===== src/rtl/vend_txn_ctrl.sv =====
// Purchase sequencer for the vending machine: lane confirm, coin accumulation,
// success/refund decision, dispense pulse and running turnover/sold totals.
module vend_txn_ctrl #(
    parameter logic [31:0] HOLD_CYCLES    = 32'd100_000_000,
    parameter logic [31:0] TIMEOUT_CYCLES = 32'd3_000_000_000
) (
    input  logic        clk,
    input  logic        rst,
    input  logic        mode,
    input  logic [2:0]  customerchoose,
    input  logic        confirm,
    input  logic        cancel_btn,
    input  logic        coin1,
    input  logic        coin5,
    input  logic        coin10,
    input  logic [3:0]  costone,
    input  logic [3:0]  costten,
    input  logic [20:0] goodleft,
    output logic        enterpay,
    output logic        paysuccessful,
    output logic        endpay,
    output logic [3:0]  paidone,
    output logic [3:0]  paidten,
    output logic [3:0]  returnone,
    output logic [3:0]  returnten,
    output logic        dispense,
    output logic [2:0]  dispense_lane,
    output logic        soldout,
    output logic [3:0]  turnover1,
    output logic [3:0]  turnover10,
    output logic [3:0]  sold1,
    output logic [3:0]  sold10
);

    typedef enum logic [1:0] {
        ST_IDLE    = 2'd0,
        ST_PAY     = 2'd1,
        ST_SUCCESS = 2'd2,
        ST_FAIL    = 2'd3
    } state_e;

    state_e      state_q, state_d;
    logic [6:0]  cost_q, cost_d;
    logic [6:0]  paid_q, paid_d;
    logic [6:0]  ret_q, ret_d;
    logic [2:0]  lane_q, lane_d;
    logic [31:0] timer_q, timer_d;
    logic [31:0] hold_q, hold_d;
    logic [6:0]  turn_q, turn_d;
    logic [6:0]  sold_q, sold_d;
    logic        dispense_q, dispense_d;
    logic        soldout_q, soldout_d;

    logic        coin_hit_s;
    logic [6:0]  coin_val_s;
    logic [7:0]  paid_sum_s;
    logic [6:0]  next_paid_s;
    logic [7:0]  turn_sum_s;

    function automatic logic [7:0] to_bcd(input logic [6:0] v);
        return {4'(v / 7'd10), 4'(v % 7'd10)};
    endfunction

    function automatic logic [2:0] lane_stock(input logic [20:0] g, input logic [2:0] lane);
        logic [2:0] s;
        case (lane)
            3'd1:    s = g[2:0];
            3'd2:    s = g[5:3];
            3'd3:    s = g[8:6];
            3'd4:    s = g[11:9];
            3'd5:    s = g[14:12];
            3'd6:    s = g[17:15];
            3'd7:    s = g[20:18];
            default: s = 3'd0;
        endcase
        return s;
    endfunction

    // Coin priority decode and saturating next-paid value.
    always_comb begin
        coin_hit_s = coin10 | coin5 | coin1;
        if (coin10) begin
            coin_val_s = 7'd10;
        end else if (coin5) begin
            coin_val_s = 7'd5;
        end else if (coin1) begin
            coin_val_s = 7'd1;
        end else begin
            coin_val_s = 7'd0;
        end
        paid_sum_s  = {1'b0, paid_q} + {1'b0, coin_val_s};
        next_paid_s = (paid_sum_s >= 8'd99) ? 7'd99 : paid_sum_s[6:0];
        turn_sum_s  = {1'b0, turn_q} + {1'b0, cost_q};
    end

    // Next-state and datapath updates for the purchase sequence.
    always_comb begin
        state_d    = state_q;
        cost_d     = cost_q;
        paid_d     = paid_q;
        ret_d      = ret_q;
        lane_d     = lane_q;
        timer_d    = timer_q;
        hold_d     = hold_q;
        turn_d     = turn_q;
        sold_d     = sold_q;
        dispense_d = 1'b0;
        soldout_d  = 1'b0;
        case (state_q)
            ST_IDLE: begin
                if (confirm && !mode && (customerchoose != 3'd0)) begin
                    if (lane_stock(goodleft, customerchoose) == 3'd0) begin
                        soldout_d = 1'b1;
                    end else begin
                        lane_d  = customerchoose;
                        cost_d  = (7'(costten) * 7'd10) + 7'(costone);
                        paid_d  = 7'd0;
                        ret_d   = 7'd0;
                        timer_d = 32'd0;
                        state_d = ST_PAY;
                    end
                end else begin
                    state_d = ST_IDLE;
                end
            end
            ST_PAY: begin
                // Expiry needs a coinless current cycle; a coin here restarts the wait.
                if (cancel_btn || mode ||
                    ((timer_q == TIMEOUT_CYCLES - 32'd1) && !coin_hit_s)) begin
                    ret_d   = paid_q;
                    hold_d  = 32'd0;
                    state_d = ST_FAIL;
                end else begin
                    paid_d  = next_paid_s;
                    timer_d = coin_hit_s ? 32'd0 : timer_q + 32'd1;
                    if (next_paid_s >= cost_q) begin
                        ret_d      = next_paid_s - cost_q;
                        hold_d     = 32'd0;
                        dispense_d = 1'b1;
                        turn_d     = (turn_sum_s >= 8'd100) ? 7'(turn_sum_s - 8'd100) : turn_sum_s[6:0];
                        sold_d     = (sold_q == 7'd99) ? 7'd0 : sold_q + 7'd1;
                        state_d    = ST_SUCCESS;
                    end else begin
                        state_d = ST_PAY;
                    end
                end
            end
            ST_SUCCESS, ST_FAIL: begin
                if (hold_q == HOLD_CYCLES - 32'd1) begin
                    paid_d  = 7'd0;
                    ret_d   = 7'd0;
                    hold_d  = 32'd0;
                    state_d = ST_IDLE;
                end else begin
                    hold_d = hold_q + 32'd1;
                end
            end
            default: begin
                state_d = ST_IDLE;
            end
        endcase
    end

    // State and datapath registers.
    always_ff @(posedge clk or negedge rst) begin
        if (!rst) begin
            state_q    <= ST_IDLE;
            cost_q     <= 7'd0;
            paid_q     <= 7'd0;
            ret_q      <= 7'd0;
            lane_q     <= 3'd0;
            timer_q    <= 32'd0;
            hold_q     <= 32'd0;
            turn_q     <= 7'd0;
            sold_q     <= 7'd0;
            dispense_q <= 1'b0;
            soldout_q  <= 1'b0;
        end else begin
            state_q    <= state_d;
            cost_q     <= cost_d;
            paid_q     <= paid_d;
            ret_q      <= ret_d;
            lane_q     <= lane_d;
            timer_q    <= timer_d;
            hold_q     <= hold_d;
            turn_q     <= turn_d;
            sold_q     <= sold_d;
            dispense_q <= dispense_d;
            soldout_q  <= soldout_d;
        end
    end

    assign enterpay                 = (state_q == ST_PAY);
    assign paysuccessful            = (state_q == ST_SUCCESS);
    assign endpay                   = (state_q == ST_SUCCESS) || (state_q == ST_FAIL);
    assign {paidten, paidone}       = to_bcd(paid_q);
    assign {returnten, returnone}   = to_bcd(ret_q);
    assign {turnover10, turnover1}  = to_bcd(turn_q);
    assign {sold10, sold1}          = to_bcd(sold_q);
    assign dispense                 = dispense_q;
    assign dispense_lane            = lane_q;
    assign soldout                  = soldout_q;

endmodule


===== config.mk =====
export PLATFORM = sky130hd
export DESIGN_NAME = vend_txn_ctrl
export DESIGN_NICKNAME = d
export VERILOG_FILES = /design/src/rtl/vend_txn_ctrl.sv
export SDC_FILE = /design/constraint.sdc
export NUM_CORES = 1
export LEC_CHECK = 0
export ABC_CLOCK_PERIOD_IN_PS = 6100
export CAP_MARGIN = 20
export CELL_PAD_IN_SITES_DETAIL_PLACEMENT = 0
export CELL_PAD_IN_SITES_GLOBAL_PLACEMENT = 1
export CORE_MARGIN = 3
export CORE_UTILIZATION = 28
export CTS_BUF_LIST = sky130_fd_sc_hd__clkbuf_4 sky130_fd_sc_hd__clkbuf_8
export CTS_CLUSTER_SIZE = 16
export DETAILED_ROUTE_END_ITERATION = 12
export PLACE_DENSITY = 0.57
export SLEW_MARGIN = 20
export SYNTH_ARGS = -nofsm -noshare
export SYNTH_HDL_FRONTEND = slang
export SYNTH_SLANG_ARGS = --single-unit

===== constraint.sdc =====
create_clock -name clk -period 6.1 [get_ports clk]
set_input_delay 0.61 -clock clk [delete_from_list [all_inputs] [get_ports clk]]
set_output_delay 0.61 -clock clk [all_outputs]
set_load 0.1 [all_outputs]

# Yosys cells after proc, flatten, opt, wreduce, memory -nomap -nowiden
# Index checks and enable logic that the tools add are counted.
[op_classes] div=8 order_cmp=3 shift=0 multipliers=1 reduce_logical=21 eq_ne=19 bitwise=4 n_addsub=8 muxes=38
[ops] operator="32-bit 2-to-1 mux" count=7
[ops] operator="32-bit case mux with 2 select lines" count=2
[ops] operator="7-bit 2-to-1 mux" count=10
[ops] operator="32-bit by 1-bit adder with 32-bit output (second input constant)" count=2
[ops] operator="7-bit case mux with 3 select lines" count=2
[ops] operator="32-bit by 27-bit == test with 1-bit output (second input constant)" count=1
[ops] operator="32-bit == test (second input constant)" count=1
[ops] operator="7-bit by 4-bit divider with 7-bit output (second input constant)" count=4
[ops] operator="7-bit by 4-bit remainder unit with 7-bit output (second input constant)" count=4
[ops] operator="3-bit case mux with 7 select lines" count=1
[ops] operator="7-bit by 7-bit adder with 8-bit output" count=2
[ops] operator="8-bit by 7-bit >= comparator with 1-bit output (second input constant)" count=2
[ops] operator="3-bit == test (second input constant)" count=4
[ops] operator="4-bit AND reduction" count=3
[ops] operator="2-bit 2-to-1 mux" count=5
[ops] operator="3-bit 2-to-1 mux" count=3
[ops] operator="2-bit inequality test (second input constant)" count=4
[ops] operator="7-bit by 1-bit adder with 7-bit output (second input constant)" count=1
[ops] operator="7-bit by 4-bit adder with 7-bit output" count=1
[ops] operator="7-bit == test (second input constant)" count=1
[ops] operator="7-bit >= comparator" count=1
[ops] operator="1-bit 2-to-1 mux" count=7
[ops] operator="7-bit subtractor" count=1
[ops] operator="7-bit subtractor (second input constant)" count=1
[ops] operator="20 further kinds" count=32
[totals] input_bits=40 out_inout_bits=40 mem_bits_ro=0 mem_bits_rw=0 memories=0 regBits=106 elab_cells=113 latchBits=0

# Depth between registers and ports, before layout
[logic_depth] depth_word=10 ltp_mapped=22 depth_no_buf=20

# Worst setup path after synthesis
# No wires, ideal clock.
[synth_timing] kind="flip-flop to output port" start="reg sold_q[6]" end="out sold1[1]" setup_slack_ns=-0.310 required_time_ns=5.490 path_buffers=1 stages_incl_launch_ff=9 t_arrival_ns=5.800 cell_sequence="dfrtp_1 > clkbuf_1 > inv_1 > maj3_1 > a22o_1 > xor2_1 > xnor2_1 > o21ai_0 > xnor2_1"
[synth_between] elab_chain_cells=1
[synth_lines] item="from (decl)" line="50" source="logic [6:0] sold_q, sold_d;"
[synth_lines] item="from (signal assigned)" line="187" source="sold_q <= sold_d;"
[synth_lines] item="7-bit by 4-bit remainder unit with 7-bit output" line="61" source="return {4'(v / 7'd10), 4'(v % 7'd10)};"
[synth_lines] item="to (decl)" line="31" source="output logic [3:0] sold1,"
# Every way passes these cells.

# Worst setup path after layout
[layout_timing] start="in coin10" end="reg sold_q[2]"
[layout_between] elab_chain_cells=7
[layout_lines] item="from (decl)" line="15" source="input logic coin10,"
[layout_lines] item="branches (longest 6 deep; another with 7-bit by 7-bit adder with 8-bit output)"
[layout_lines] item="3-bit AND reduction (no source line) *"
# Mark *: on every way between the ends.
# A chain may end at the register's enable or synchronous reset.

==> qor.csv <==
metric,value,unit
clk buf depth,2,
crit path launch,coin10,
number of global-route vias before repair,7526,
# diodes,0,
# DRC,0,
worst vdd ir,0.000319,V
PnR worst setup slack,739,ps
reg-to-reg startpoint,paid_q[0],
Skew-Pair Late Insertion Delay,390,ps
combinational power share,0.613,
Highest Signal Layer,met4,
Via Count,7634,
wire length on met3,630,um
PortBufs,79,
total power,3.73,mW
Rows,62,
"Remaining Overflow, GRT",0,
endpoint class of the critical path,flip-flop,
Pre-Repair DR Iteration Count,5,
Flop pwr share,0.254,
YS warnings,0,
CORE AREA,29100,um2
area share of the largest cell type after synthesis,0.317,
Met2 Wirelength,11000,um
cell count after synthesis,1014,
routed len/inst,16.3,um
gr usage total,0.151,
total CTS buffers,9,
layout cells sized above 1,0.0677,
crit start category,primary input,
Achievable Freq,187,MHz
Detail Placement HPWL,17000,um
final hold slack,236,ps
syn_area_per_cell,8.25,um2
Synth Register Bits,106,
DR iter-0 viols,458,
number of synthesized flops with an enable pin,0,
sequential area share after synthesis,0.317,
clock sinks,106,
fraction of registers with async set or reset after synthesis,1.00,
cts hold-fix bufs,0,
Slew Limit Fails,0,
PostCTS Resize Cnt,0,
Tmin final,5360,ps
Final Core Density,0.333,
final hold violation count,0,
Clock transition at path regs,110,ps
Worst Path Max Fanout,16,
post-route ant nets,0,
Worst-Margin Slew,1040,ps
Buf/Inv on CP,4,
pwr dens,385,nW/um2
Initial Util,0.288,
CP arrival,5630,ps
Post-CTS Setup Inserts,0,
ys flop type,dfrtp_1,
IO Pins,80,
largest cells by area after synthesis,"dfrtp_1, ha_1, o21ai_0",
RSZ-0062 raised after global routing,false,
max_cap viols,0,
CP max stage delay,600,ps
Die Span X,179,um
worst rel slew slack,0.304,
largest net degree at the start of global routing,61,
full die area,32000,um2
Routed WL,23600,um
Synth cell types,86,
skew final,16.0,ps
Setup WS pre-CTS,371,ps
mapped cell area,8370,um2
"delay-heaviest family, CP",compound AO/OA/AOI/OAI gates,
sw frac,0.537,
met1 WL,11600,um
leading area contributor after synthesis,dfrtp_1,
CTS tree,done,
initial antenna violation count,0,
Synth-to-Final Area Change,15.8,%
clock power share,0.134,
Final Cycle Share,0.879,
H-tree levels,3,
Die H,179,um
placer congestion estimate,0.788,
status,"finished, final reports clean",
first-pass GRT wire length,39900,um
required time of the critical path,6370,ps
Pint,1.73,mW
worst hold path class,primary input to async pin,
sw power,2.00,mW
vias per cell,5.28,
Critical-path top delay cell,clkdlybuf4s50_1,
worst-path cell chain,clkdlybuf4s50_1 -> nor2_1 -> ha_1 -> fa_1 -> a21o_1 -> a21oi_1 -> and2_1 -> o2111ai_1 -> and3_1 -> nor2_1 -> inv_1 -> ha_1 -> nor2b_1 -> o31ai_1 -> a21oi_1 -> o22a_1 -> nand2_1 -> buf_4 -> inv_1 -> nand2_1 -> mux2_2,
Nets,1140,
Crit Path Class,primary input to flip-flop,
final setup violation count,0,
P_leak,3.94,nW
post-synthesis net count,1096,
TNS Setup,0,ps
Root Buffer,clkbuf_8,
==> sequential cells by signal, indices dropped and copies added, names as in the netlist <==
name	count
cost_q	7
dispense	1
dispense_lane	3
hold_q	32
paid_q	7
ret_q	7
sold_q	7
soldout	1
state_q	2
timer_q	32
turn_q	7
==> per-stage QoR <==
step,cell area [um2],std cells
finish,9680,1447
global route,9680,1447
CTS,9660,1446
detailed placement,9430,1430
global placement,9430,1430
floorplan,8370,1014
==> power by group through the flow <==
stage          Combinational [mW]  Clock [mW]  Sequential, mW
2_1_floorplan                1.80           0           0.933
3_3_place_gp                 2.31           0           0.965
3_5_place_dp                 2.29           0           0.961
4_1_cts                      2.30       0.530           0.947
5_1_grt                      2.49       0.560           0.970
6_report                     2.28       0.499           0.946
==> Yosys cell counts, types with 14 or more instances <==
cell type,count
nor2b_1,19
a21oi_1,51
inv_1,53
o21ai_1,54
buf_2,17
a31oi_1,28
nand3_1,39
dfrtp_1,106
nand4_1,14
and3_1,23
o31ai_1,30
ha_1,37
nor2_1,74
o21ai_0,78
nand2b_1,14
clkbuf_1,26
nand2_1,86
xnor2_1,28
==> final timing paths <==
path	endpoint	slack, ps	depth (start not counted)
setup / recovery	sold_q[2]	740	21
hold / removal	timer_q[17]	240	1
setup reg to reg	sold_q[2]	1140	19
hold reg to reg	hold_q[22]	480	1
max in group asynchronous	state_q[0]	4590	2
min in group clk	hold_q[22]	480	1
==> cell usage in the layout, fill, tap and decap left out, types with 8 or more instances in the layout <==
master and instances:
buf_4 16, a21oi_1 51, nand2_1 86, mux2_2 10, a211oi_1 8, dfrtp_1 106
and3_1 23, ha_1 37, nor2_1 74, o31ai_1 29, o21ai_0 77, and4_1 9
and2_1 12, nand2b_1 14, nand3_1 39, mux2i_1 8, a31oi_1 28, clkdlybuf4s50_1 74
clkbuf_8 9, nand4_1 14, nor3_1 12, o41ai_1 8, o21ai_1 55, a21o_1 9
inv_1 53, nor2b_1 19, xnor2_1 27
==> routing by layer <==
metal | vias to the layer above | track usage
met5 | - | 0
met4 | 0 | 0.0383
met3 | 18 | 0.0195
met2 | 89 | 0.245
met1 | 3701 | 0.214
li1 | 3826 | -
==> layout make-up <==
| class | count | area [um2] |
|---|---|---|
| flip-flops and latches | 106 | 2650 |
| clock inverters | 7 | 100 |
| multi-input cells | 796 | 5240 |
| inverters | 54 | 203 |
| clock buffers | 9 | 124 |
| fillers | 3122 | 19400 |
| repair buffers | 91 | 888 |
| well taps | 384 | 480 |
==> logic make-up after synthesis <==
logic type / share of synthesized area
xor gates and xnor gates: 0.0335
buffers and inverters: 0.0595
and+or+nand+nor: 0.217
muxes: 0.0311
AOI/OAI and AO/OA: 0.272
adders and majority gates: 0.0697
DFF: 0.317
Note: power is estimated with default switching activity, not from simulation.
